**config.mk**
```make
export PLATFORM = sky130hd
export DESIGN_NAME = key_cmd_sched
export DESIGN_NICKNAME = d
export VERILOG_FILES = /design/src/rtl/key_cmd_pkg.sv /design/src/rtl/key_repeat.sv /design/src/rtl/key_cmd_sched.sv
export SDC_FILE = /design/constraint.sdc
export NUM_CORES = 1
export LEC_CHECK = 0
export BUFFER_PORTS_ARGS = -buffer_cell sky130_fd_sc_hd__buf_2
export CORE_MARGIN = 1.5
export CORE_UTILIZATION = 50
export DETAILED_ROUTE_END_ITERATION = 10
export PLACE_DENSITY = 0.74
export SETUP_SLACK_MARGIN = 0.05
export SLEW_MARGIN = 5
export SYNTH_ARGS = -nofsm -noshare
export SYNTH_HDL_FRONTEND = slang
export SYNTH_SLANG_ARGS = --single-unit
```
**constraint.sdc**
```tcl
create_clock -name clk -period 1.9 [get_ports clk]
set_clock_uncertainty 0.15 [all_clocks]
set_input_delay 0.19 -clock clk [delete_from_list [all_inputs] [get_ports clk]]
set_output_delay 0.19 -clock clk [all_outputs]
set_load 0.05 [all_outputs]
```
**src/rtl/key_cmd_pkg.sv**
```systemverilog
// Shared command codes, key-repeat state encodings and arbiter priority helper.
package key_cmd_pkg;

   localparam int unsigned NUM_KEYS = 4;
   localparam int unsigned CMD_W    = 2;

   typedef enum logic [CMD_W-1:0] {
      CMD_LEFT   = 2'b00,
      CMD_RIGHT  = 2'b01,
      CMD_ROTATE = 2'b10,
      CMD_DROP   = 2'b11
   } cmd_e;

   typedef enum logic [1:0] {
      ST_IDLE   = 2'b00,
      ST_DELAY  = 2'b01,
      ST_REPEAT = 2'b10
   } key_state_e;

   // Drop beats rotate beats left beats right; bit index equals command code.
   function automatic cmd_e prio_pick(input logic [NUM_KEYS-1:0] pend);
      cmd_e sel;
      if (pend[3])      sel = CMD_DROP;
      else if (pend[2]) sel = CMD_ROTATE;
      else if (pend[0]) sel = CMD_LEFT;
      else              sel = CMD_RIGHT;
      return sel;
   endfunction

endpackage

```
**src/rtl/key_repeat.sv**
```systemverilog
// One key's press/auto-repeat FSM with its cycle counter and sticky pend flag.
module key_repeat
   import key_cmd_pkg::*;
#(
   parameter int unsigned DELAY     = 20'd500000,
   parameter int unsigned RATE      = 20'd100000,
   parameter int unsigned CNTW      = 20,
   parameter bit          REPEAT_EN = 1'b1
) (
   input  logic clk,
   input  logic rst,
   input  logic btn,
   input  logic grant,
   output logic pend
);

   localparam logic [CNTW-1:0] DELAY_LAST = CNTW'(DELAY - 32'd1);
   localparam logic [CNTW-1:0] RATE_LAST  = CNTW'(RATE - 32'd1);

   key_state_e      state_q, state_d;
   logic [CNTW-1:0] cnt_q, cnt_d;
   logic            pend_q, pend_d;
   logic            fire_c;

   always_comb begin
      state_d = state_q;
      cnt_d   = cnt_q;
      fire_c  = 1'b0;
      if (!btn) begin
         state_d = ST_IDLE;
         cnt_d   = '0;
      end else begin
         case (state_q)
            ST_IDLE: begin
               fire_c  = 1'b1;
               cnt_d   = '0;
               state_d = ST_DELAY;
            end
            ST_DELAY: begin
               // Non-repeating keys park here with the counter frozen.
               if (cnt_q == DELAY_LAST) begin
                  if (REPEAT_EN) begin
                     fire_c  = 1'b1;
                     cnt_d   = '0;
                     state_d = ST_REPEAT;
                  end
               end else begin
                  cnt_d = cnt_q + CNTW'(1);
               end
            end
            ST_REPEAT: begin
               if (cnt_q == RATE_LAST) begin
                  fire_c = 1'b1;
                  cnt_d  = '0;
               end else begin
                  cnt_d = cnt_q + CNTW'(1);
               end
            end
            default: begin
               state_d = ST_IDLE;
               cnt_d   = '0;
            end
         endcase
      end
      // A fire on the grant edge wins so the request is never lost.
      pend_d = fire_c | (pend_q & ~grant);
   end

   always_ff @(posedge clk or negedge rst) begin
      if (!rst) begin
         state_q <= ST_IDLE;
         cnt_q   <= '0;
         pend_q  <= 1'b0;
      end else begin
         state_q <= state_d;
         cnt_q   <= cnt_d;
         pend_q  <= pend_d;
      end
   end

   assign pend = pend_q;

endmodule

```
**src/rtl/key_cmd_sched.sv**
```systemverilog
// Four key-repeat channels feeding a fixed-priority arbiter with a valid/ready output register.
module key_cmd_sched
   import key_cmd_pkg::*;
#(
   parameter int unsigned DELAY = 20'd500000,
   parameter int unsigned RATE  = 20'd100000,
   parameter int unsigned CNTW  = 20
) (
   input  logic                clk,
   input  logic                rst,
   input  logic [NUM_KEYS-1:0] btn,
   input  logic                cmd_ready,
   output logic                cmd_valid,
   output logic [CMD_W-1:0]    cmd
);

   logic [NUM_KEYS-1:0] pend;
   logic [NUM_KEYS-1:0] grant_c;
   logic                load_c;
   logic                cmd_valid_q, cmd_valid_d;
   cmd_e                cmd_q, cmd_d;

   // Left/right (bits 0,1) auto-repeat; rotate/drop fire once per press.
   for (genvar i = 0; i < NUM_KEYS; i++) begin : g_key
      key_repeat #(
         .DELAY     (DELAY),
         .RATE      (RATE),
         .CNTW      (CNTW),
         .REPEAT_EN (i < 2)
      ) u_key (
         .clk   (clk),
         .rst   (rst),
         .btn   (btn[i]),
         .grant (grant_c[i]),
         .pend  (pend[i])
      );
   end

   always_comb begin
      grant_c     = '0;
      cmd_valid_d = cmd_valid_q;
      cmd_d       = cmd_q;
      load_c      = !cmd_valid_q || cmd_ready;
      if (load_c) begin
         cmd_valid_d = |pend;
         if (|pend) begin
            cmd_d          = prio_pick(pend);
            grant_c[cmd_d] = 1'b1;
         end
      end
   end

   always_ff @(posedge clk or negedge rst) begin
      if (!rst) begin
         cmd_valid_q <= 1'b0;
         cmd_q       <= CMD_LEFT;
      end else begin
         cmd_valid_q <= cmd_valid_d;
         cmd_q       <= cmd_d;
      end
   end

   assign cmd_valid = cmd_valid_q;
   assign cmd       = cmd_q;

endmodule

```
==> impl_metrics.json, run 1 <==
{
  "status": "complete, but fails checks",
  "violations": "negative setup slack",
  "critPathMaxFanout": 20,
  "drc": 0,
  "grt_usage": 0.242,
  "die_h_microns": 80.0,
  "power_leakage_nw": 1.52,
  "yosysMostFrequentCell": "dfrtp_1",
  "ios": 10,
  "finalInstanceArea_sq_um": 3880,
  "clkLatencyLatePin_ns": 0.31,
  "setup_violations": 43,
  "cellPowerDensity_nw_per_um2": 698,
  "antenna_left": 0,
  "antenna_found_initial": 0,
  "yosysSeqAreaShare": 0.447,
  "drive_above_1_share": 0.311,
  "htreeDepth": 2,
  "grt_pass1_vias": 2591,
  "synth_edf_count": 0,
  "fmax_ghz": 0.463,
  "synth_ff_type": "dfrtp_1",
  "yosysWarningCount": 0,
  "hpwl_microns": 4830,
  "fin_crit_sh": 1.14,
  "cts_buffers": 5,
  "die_w_microns": 80.0,
  "nets": 384,
  "path_cells": "or4b_1 > or4_4 > o2111ai_4 > buf_12 > a22oi_1",
  "synthArstFlopShare": 1.00,
  "clkTransAtPathRegs_ns": 0.10,
  "grt_start_max_net_pins": 34,
  "fin_util": 0.693,
  "crit_path_end_kind": "flop",
  "syn_area_sq_um": 2960,
  "comb_power_share": 0.301,
  "hold_class": "input port to flop",
  "fin_crit_ns": 2.16,
  "drv_slew": 0,
  "cp_slowest_stage_delay_ns": 0.51,
  "p_sw_frac": 0.325,
  "synth_area_leaders": "dfrtp_1 (45%), a21oi_1 (5.4%), ha_1 (5.1%)",
  "slew_headroom": 0.653,
  "syn_nets": 324,
  "ys_seq_elements": 53,
  "synth_top_area_frac": 0.447,
  "antennaDiodeCount": 0,
  "syn-instance-count": 305,
  "timing_worst_setup_path_type": "flop to flop",
  "drtIter0Drc": 169,
  "pwr-share-seq": 0.467,
  "pre_cts_slack_ns": -0.238,
  "pwr-share-clk": 0.232,
  "holdWs_ns": 0.0229,
  "clk_path_buf_depth": 2,
  "cap_violations": 0,
  "intPower_w": 0.00183,
  "wirelength_microns": 7130,
  "overflow": 0,
  "synthTopCellsByCount": "dfrtp_1 (53), a21oi_1 (32), nand2_1 (22), inv_1 (17)",
  "start_kind": "flop",
  "vias": 2554,
  "placementRows": 27,
  "p_switching_w": 0.000882,
  "slowest_stage": "or4b_1",
  "synth.lib_cells_used.distinct": 48,
  "cts_tree": "done",
  "globalplace.congestion": 0.807,
  "start_util": 0.529,
  "io_buffers": 9,
  "setup_slack_ns": -0.258,
  "place_area_sq_um": 3500,
  "tightest_slew_ns": 0.519,
  "die_area_sq_um": 6400,
  "crit_required_ns": 1.94,
  "hold_violations": 0,
  "synth.largest_area_cell": "dfrtp_1",
  "wire_per_inst_microns": 16.3,
  "viasPerCell": 5.83,
  "tns_ns": -7.89,
  "root_buffer": "clkbuf_8",
  "dr.pass1.iters": 4,
  "arrival_ns": 2.19,
  "syn2layout_area_growth_pct": 31.1,
  "vdd_drop_max_mv": 0.437,
  "grt_pass1_wl_microns": 11900,
  "clock_sinks": 53,
  "core_area_sq_um": 5610,
  "rsz0062_at_grt": "true",
  "synth.avg_cell_area_sq_um": 9.72
}
## timing repair
action                                  in CTS  in global routing
hold buffers                                 3                  0
cloned                                       1                  0
endpoints found under the setup margin      46                 46
resized for setup                           27                 10
pin swaps                                   15                 13
hold endpoints to repair                    23                  0
buffers inserted                             7                  1
## path summary, 6_finish.rpt
kind | from | to | slack [ns] | cells after the start
worst min-delay path | btn[1] | g_key[1].u_key.state_q[0] | 0.02 | 3
worst max-delay path | g_key[0].u_key.cnt_q[13] | g_key[0].u_key.cnt_q[17] | -0.26 | 5
worst min register to register | g_key[3].u_key.state_q[0] | g_key[3].u_key.pend | 0.28 | 1
max in group asynchronous | rst | g_key[0].u_key.cnt_q[10] | 0.84 | 3
worst max register to register | g_key[0].u_key.cnt_q[13] | g_key[0].u_key.cnt_q[17] | -0.26 | 5
min in group asynchronous | rst | g_key[0].u_key.cnt_q[15] | 0.22 | 2
## cell families (layout without fill, tap and decap cells)
| family | Yosys count | in the layout | synth area share |
|---|---|---|---|
| compound gates | 67 | 67 | 0.145 |
| xor+xnor | 28 | 28 | 0.0827 |
| mux | 4 | 4 | 0.0135 |
| buf+inv | 33 | 94 | 0.0498 |
| simple gates | 108 | 108 | 0.211 |
| fa+ha+maj | 12 | 12 | 0.0507 |
| flops | 53 | 53 | 0.447 |
## layer usage
layer | track usage | up-vias | wire length (microns)
li1 | - | 1250 | -
met1 | 0.297 | 1266 | 3190
met2 | 0.432 | 33 | 3680
met3 | 0.0343 | 5 | 193
met4 | 0.0828 | 0 | 61
met5 | 0 | - | 0
## final cells by class
cell class | count | area (sq um)
timing repair buffer | 69 | 627
inverter | 17 | 63.8
sequential | 53 | 1330
tap | 72 | 90.1
clock inverter | 3 | 17.5
fill | 415 | 1720
multi-input combinational | 219 | 1690
clock buffer | 5 | 68.8
## power by group through the flow
stage	sequential [W]	combinational (W)	clock (W)
final	0.00127	0.000815	0.000630
after global routing	0.00127	0.000892	0.000696
after CTS	0.00126	0.000771	0.000646
after detailed placement	0.00129	0.000638	0
after global placement	0.00128	0.000610	0
after floorplan	0.00131	0.000373	0
## sequential cells by signal, summed over array words and instances (netlist names)
register and count:
cmd 2, cmd_valid 1, g_key.u_key.cnt_q 40, g_key.u_key.pend 4, g_key.u_key.state_q 6
## worst max-delay path, delay by kind of cell, from the launching register on
family / cells / cell delay (ns)
and+or+nand+nor: 2 / 0.97
DFF: 1 / 0.38
AOI/OAI and AO/OA: 2 / 0.34
buffers and inverters: 1 / 0.19
## through the flow
| step | instances | power [W] |
|---|---|---|
| 2_1_floorplan | 305 | 0.00169 |
| 3_3_place_gp | 420 | 0.00189 |
| 3_5_place_dp | 420 | 0.00192 |
| 4_1_cts | 438 | 0.00268 |
| 5_1_grt | 438 | 0.00286 |
| 6_report | 438 | 0.00271 |
## layout by cell type (no fill, tap or decap), drive strengths merged, types with 2 or more instances in the layout
cell and instances:
nand3 15, and3 2, buf 66, dfrtp 53, o2111ai 2, or2 3, nor2 10, o41ai 2
a31o 3, clkinv 2, nor4 11, nand4 15, or4 8, or3b 2, inv 17, nand2 22
ha 12, clkbuf 5, a22oi 8, or4b 2, a21oi 32, o21ai 5, and4 6, xor2 13
mux2i 4, nor3 7, o31ai 6, or3 2, a21boi 2, xnor2 15, dlygate4sd3 3
(Power assumes the default switching activity.)
==> run 2, diff against run 1 <==
RECOVER_POWER = 25   (was unset)
SYNTH_HIERARCHICAL = 1   (was unset)
==> run 2 against run 1 <==
The run still ends with negative setup slack left; worst setup slack worse by 0.042 ns; clock-buffer cell count did not move; hold slack improved by 0.020 ns; combinational power shrank 58%; highest routed layer unchanged; synthesized area is 8.1% higher; maximum frequency fell by 1.9%; die area increased by 7.8%; total power down 15%; clock power increased by 22%; final area is 5.1% higher.
==> impl_metrics.json, run 2 <==
{
  "synthSimpleGateAreaFrac": 0.205,
  "fin_util": 0.674,
  "hold_class": "input port to flop",
  "antenna_left": 0,
  "ios": 10,
  "synth.largest_area_cell": "dfrtp_1",
  "syn_nets": 315,
  "htreeDepth": 2,
  "clk_path_buf_depth": 2,
  "clkLatencyLatePin_ns": 0.31,
  "power_leakage_nw": 1.61,
  "layout_common_cells": "dfrtp_1 (53), buf_4 (53), a21oi_2 (30)",
  "p_sw_frac": 0.264,
  "rr_worst_depth": 5,
  "drc": 0,
  "setup_violations": 42,
  "cap_violations": 0,
  "grt_pass1_wl_microns": 11700,
  "die_area_sq_um": 6900,
  "synth_area_leaders": "dfrtp_1 (41%), a21oi_2 (8.2%), xnor2_1 (5.5%)",
  "synth.area.mux_share": 0.00625,
  "dr.pass1.iters": 4,
  "p_switching_w": 0.000611,
  "pwr-share-seq": 0.520,
  "die_w_microns": 83.0,
  "synthTopCellsByCount": "dfrtp_1 (53), a21oi_2 (30), xnor2_1 (20), inv_1 (18), nand2_1 (16)",
  "start_util": 0.528,
  "clkTransAtPathRegs_ns": 0.10,
  "overflow": 0,
  "reg2reg_to": "g_key[1].u_key/cnt_q[3]",
  "io_buffers": 9,
  "synth_top_area_frac": 0.414,
  "die_h_microns": 83.0,
  "hpwl_microns": 4910,
  "viasPerCell": 5.61,
  "setup_slack_ns": -0.300,
  "ys_seq_elements": 53,
  "synth_compound_area_frac": 0.204,
  "grt_usage": 0.207,
  "globalplace.congestion": 0.887,
  "cts_tree": "done",
  "r2r_slack_ns": -0.30,
  "synth_top_family_by_area": "simple AND/OR/NAND/NOR gates",
  "wire_per_inst_microns": 15.8,
  "synth.avg_cell_area_sq_um": 10.8,
  "violations": "negative setup slack",
  "antennaDiodeCount": 0,
  "clock_sinks": 53,
  "multi_input_area_sq_um": 1880,
  "wirelength_microns": 6960,
  "synth_edf_count": 0,
  "finalInstanceArea_sq_um": 4080,
  "slew_headroom": 0.176,
  "start_kind": "flop",
  "rsz0062_at_grt": "true",
  "syn-instance-count": 296,
  "synth.lib_cells_used.distinct": 43,
  "crit_start": "g_key[1].u_key/cnt_q[13]",
  "regMostFlops": "g_key.u_key/cnt_q",
  "cts_buffers": 5,
  "nets": 384,
  "cellPowerDensity_nw_per_um2": 566,
  "drv_slew": 0,
  "crit_required_ns": 1.94,
  "antenna_found_initial": 0,
  "ff_latch_area_sq_um": 1330,
  "r2r-start": "g_key[1].u_key/cnt_q[13]",
  "intPower_w": 0.00170,
  "synthArstFlopShare": 1.00,
  "tns_ns": -10.64,
  "fmax_ghz": 0.455,
  "drtIter0Drc": 104,
  "fin_crit_sh": 1.16,
  "crit_path_end_kind": "flop",
  "synth_xor_area_frac": 0.0766,
  "critPathMaxFanout": 8,
  "comb_power_share": 0.147,
  "synth_ff_type": "dfrtp_1",
  "n_fill_cell": 444,
  "drive_above_1_share": 0.413,
  "tightest_slew_ns": 1.24,
  "vias": 2472,
  "hold_violations": 0,
  "vdd_drop_max_mv": 0.447,
  "status": "complete, but fails checks",
  "placementRows": 28,
  "yosysWarningCount": 6,
  "yosysSeqAreaShare": 0.414,
  "largest_register_ffs": 40,
  "core_area_sq_um": 6060,
  "pre_cts_slack_ns": -0.263,
  "grt_start_max_net_pins": 34,
  "pwr-share-clk": 0.333,
  "root_buffer": "clkbuf_8",
  "syn_area_sq_um": 3200,
  "crit_path_end": "g_key[1].u_key/cnt_q[3]",
  "syn2layout_area_growth_pct": 27.5,
  "fin_crit_ns": 2.20,
  "timing_worst_setup_path_type": "flop to flop",
  "yosysMostFrequentCell": "dfrtp_1",
  "place_area_sq_um": 3770,
  "synthAdderAreaFrac": 0.0469,
  "arrival_ns": 2.24,
  "grt_pass1_vias": 2458
}
run 2: cell types whose count changed after synthesis, sizes merged, moves of 4 or more:
cell,before,now
xor2,13,8
and4,6,2
clkbuf,8,2
nand4,15,10
o41ai,2,8
o31ai,6,10
nor2,10,6
xnor2,15,20
and3,2,8
nor4,11,6
nand2,22,16
nor4b,0,4
run 2: critical path, stage by stage (launching register included):
cell       delay, ns
dfrtp_1         0.39
or4b_4          0.54
or4_4           0.45
o2111ai_4       0.29
buf_6           0.20
a21oi_2         0.06
run 2: how the worst min path moves through the flow:
stage / from / to / slack (ns) / cells after the start
after floorplan: rst / cmd[0] / -0.26 / 0
after global placement: rst / cmd_valid / 0.05 / 1
after detailed placement: rst / cmd[1] / 0.04 / 1
after CTS: btn[1] / g_key[1].u_key/state_q[0] / 0.03 / 3
after global routing: btn[0] / g_key[0].u_key/state_q[0] / 0.05 / 3
final: btn[0] / g_key[0].u_key/state_q[0] / 0.04 / 3
run 2: what timing repair did:
action | CTS | global route
endpoints found under the setup margin | 45 | 45
endpoints found under the hold margin | 23 | 0
resized for setup | 8 | 16
pin swaps | 1 | 2
setup buffers | 2 | 2
hold buffers | 3 | 0
run 2: power by group through the flow:
stage                     Combinational [W]  Clock, W  Sequential, W
after global routing               0.000380  0.000835        0.00121
final                              0.000341  0.000770        0.00120
after detailed placement           0.000315         0        0.00122
after floorplan                    0.000182         0        0.00124
after global placement             0.000305         0        0.00122
after CTS                          0.000330  0.000792        0.00120
run 2: cells by family (layout without fill, tap and decap cells):
logic type | after synthesis | count (layout)
XOR/XNOR | 28 | 28
AND/OR/NAND/NOR | 103 | 103
adder cells (fa/ha/maj) | 12 | 12
AO/OA/AOI/OAI | 68 | 68
buffers and inverters | 30 | 100
multiplexers | 2 | 2
flip-flops | 53 | 53
run 2: cell type report:
cell class              count  share of cell area
well taps                  75              0.0230
repair buffers             74               0.148
inverters                  18              0.0165
clock buffers               5              0.0169
flip-flops and latches     53               0.325
clock inverters             3              0.0107
multi-input cells         213               0.460
run 2: stage by stage:
step / cells / hold slack (ns) / power [W]
final: 441 / 0.0428 / 0.00231
after global routing: 441 / 0.0512 / 0.00242
after CTS: 439 / 0.0348 / 0.00232
after detailed placement: 426 / 0.0426 / 0.00154
after global placement: 426 / 0.0460 / 0.00153
after floorplan: 296 / -0.256 / 0.00142
run 2: metal layers:
| layer | part of all wire | wire length, microns | up-vias | track usage |
|---|---|---|---|---|
| li1 | - | - | 1226 | - |
| met1 | 0.45 | 3130 | 1209 | 0.274 |
| met2 | 0.51 | 3570 | 28 | 0.350 |
| met3 | 0.021 | 146 | 9 | 0.0348 |
| met4 | 0.016 | 110 | 0 | 0.0606 |
| met5 | 0 | 0 | - | 0 |
==> run 3, diff against run 2 <==
CORE_ASPECT_RATIO = 0.5   (was unset)
==> run 3 against run 2 <==
Combinational power up 4%; wire length is 8.2% higher; clock-buffer cell count grew 2; total power is 8.2% higher; utilization rose by 0.17 points; global-route usage is 3.0 points higher; clock power grew 23%; sequential share of layout area down 0.45 points; the run still ends with negative setup slack left; cell count up 2.9%.
==> impl_metrics.json, run 3 (synthesized netlist as in run 2, its figures left out) <==
{
  "crit_required_ns": 1.90,
  "drive_above_1_share": 0.418,
  "holdWs_ns": 0.0811,
  "layout_common_cells": "buf_4 (55), dfrtp_1 (53), a21oi_2 (30)",
  "setup_slack_ns": -0.320,
  "cp_slowest_stage_delay_ns": 0.55,
  "clock_sinks": 53,
  "finalInstanceArea_sq_um": 4140,
  "cts_tree": "done",
  "status": "complete, but fails checks",
  "clkLatencyLatePin_ns": 0.28,
  "wire_per_inst_microns": 16.6,
  "pre_cts_slack_ns": -0.238,
  "rsz0062_at_grt": "true",
  "wirelength_microns": 7530,
  "pwr-share-clk": 0.378,
  "clk_path_buf_depth": 2,
  "vias": 2646,
  "place_area_sq_um": 3790,
  "drv_slew": 0,
  "viasPerCell": 5.83,
  "antenna_left": 0,
  "dr.pass1.iters": 4,
  "slowest_stage": "or4b_4",
  "fin_crit_sh": 1.17,
  "clkTransAtPathRegs_ns": 0.07,
  "globalplace.congestion": 0.854,
  "power_leakage_nw": 1.64,
  "nets": 384,
  "slew_headroom": 0.563,
  "grt_usage": 0.238,
  "path_cells": "or4b_4 > or4_4 > o2111ai_4 > buf_12 > a22oi_2",
  "hold_class": "input port to flop",
  "grt_pass1_vias": 2677,
  "regMostFlops": "g_key.u_key/cnt_q",
  "cap_violations": 0,
  "antenna_found_initial": 0,
  "cts_buffers": 5,
  "drc": 0,
  "rr_worst_depth": 5,
  "final_common_cell": "buf_4",
  "ios": 10,
  "die_h_microns": 59.6,
  "core_area_sq_um": 6130,
  "cellPowerDensity_nw_per_um2": 604,
  "hpwl_microns": 5070,
  "grt_pass1_wl_microns": 12700,
  "htreeDepth": 2,
  "intPower_w": 0.00187,
  "placementRows": 20,
  "grt_start_max_net_pins": 29,
  "root_buffer": "clkbuf_16",
  "hold_violations": 0,
  "die_area_sq_um": 6920,
  "fin_crit_ns": 2.22,
  "pwr-share-seq": 0.481,
  "drtIter0Drc": 123,
  "start_util": 0.522,
  "violations": "negative setup slack",
  "fmax_ghz": 0.450,
  "critPathMaxFanout": 14,
  "arrival_ns": 2.22,
  "io_buffers": 9,
  "timing_worst_setup_path_type": "flop to flop",
  "vdd_drop_max_mv": 0.389,
  "syn2layout_area_growth_pct": 29.3,
  "setup_violations": 42,
  "n_fill_cell": 429,
  "die_w_microns": 116,
  "comb_power_share": 0.142,
  "crit_path_end_kind": "flop",
  "largest_register_ffs": 40,
  "p_sw_frac": 0.253,
  "p_switching_w": 0.000634,
  "hold_path_depth": 3,
  "antennaDiodeCount": 0,
  "overflow": 0,
  "tightest_slew_ns": 0.655,
  "start_kind": "flop"
}
run 3: metal layers:
layer / up-vias / track usage / part of all wire
met5: - / 0 / 0
met4: 0 / 0.0697 / 0.021
met3: 17 / 0.0481 / 0.035
li1: 1233 / - / -
met2: 66 / 0.434 / 0.52
met1: 1330 / 0.289 / 0.43
run 3: critical path, delay by kind of cell (launching register included):
kind | cells | cell delay [ns]
buffers and inverters | 1 | 0.20
and+or+nand+nor | 2 | 1.00
DFF | 1 | 0.40
AOI/OAI and AO/OA | 2 | 0.33
run 3: path summary, 6_finish.rpt:
kind,start,end,slack (ns)
max,g_key[1].u_key/cnt_q[13],g_key[1].u_key/cnt_q[18],-0.32
min,btn[1],g_key[1].u_key/state_q[0],0.08
max reg2reg,g_key[1].u_key/cnt_q[13],g_key[1].u_key/cnt_q[18],-0.32
min reg2reg,g_key[3].u_key/state_q[0],g_key[3].u_key/pend,0.30
max in group asynchronous,rst,g_key[0].u_key/cnt_q[19],0.74
min in group asynchronous,rst,g_key[1].u_key/cnt_q[16],0.33
run 3: area by class of cell:
class	instances	area, sq um	share of cell area
Sequential cell	53	1330	0.320
Clock buffer	7	153	0.0369
Multi-Input combinational cell	213	1890	0.456
Tap cell	88	110	0.0266
Timing Repair Buffer	74	593	0.143
Inverter	18	67.6	0.0163
Clock inverter	1	5.00	0.00121
run 3: timing repair:
item,4_1_cts,5_1_grt
buffers inserted,4,0
endpoints found under the setup margin,46,46
hold endpoints to repair,55,0
gates resized for setup,11,11
pin swaps,1,5
hold buffers,3,0
run 3: metrics by stage:
step | TNS [ns] | util | total power, W | instances
2_1_floorplan | -6.90 | - | 0.00142 | 296
3_3_place_gp | -6.86 | 0.618 | 0.00152 | 439
3_5_place_dp | -8.04 | 0.618 | 0.00154 | 439
4_1_cts | -8.75 | 0.663 | 0.00251 | 454
5_1_grt | -12.60 | 0.676 | 0.00263 | 454
6_report | -10.54 | 0.676 | 0.00250 | 454
run 3: power groups by stage:
stage          clock (W)  sequential, W  combinational (W)
6_report        0.000945        0.00120           0.000355
5_1_grt          0.00103        0.00121           0.000394
4_1_cts         0.000968        0.00120           0.000340
3_5_place_dp           0        0.00122           0.000318
3_3_place_gp           0        0.00122           0.000300
2_1_floorplan          0        0.00124           0.000182
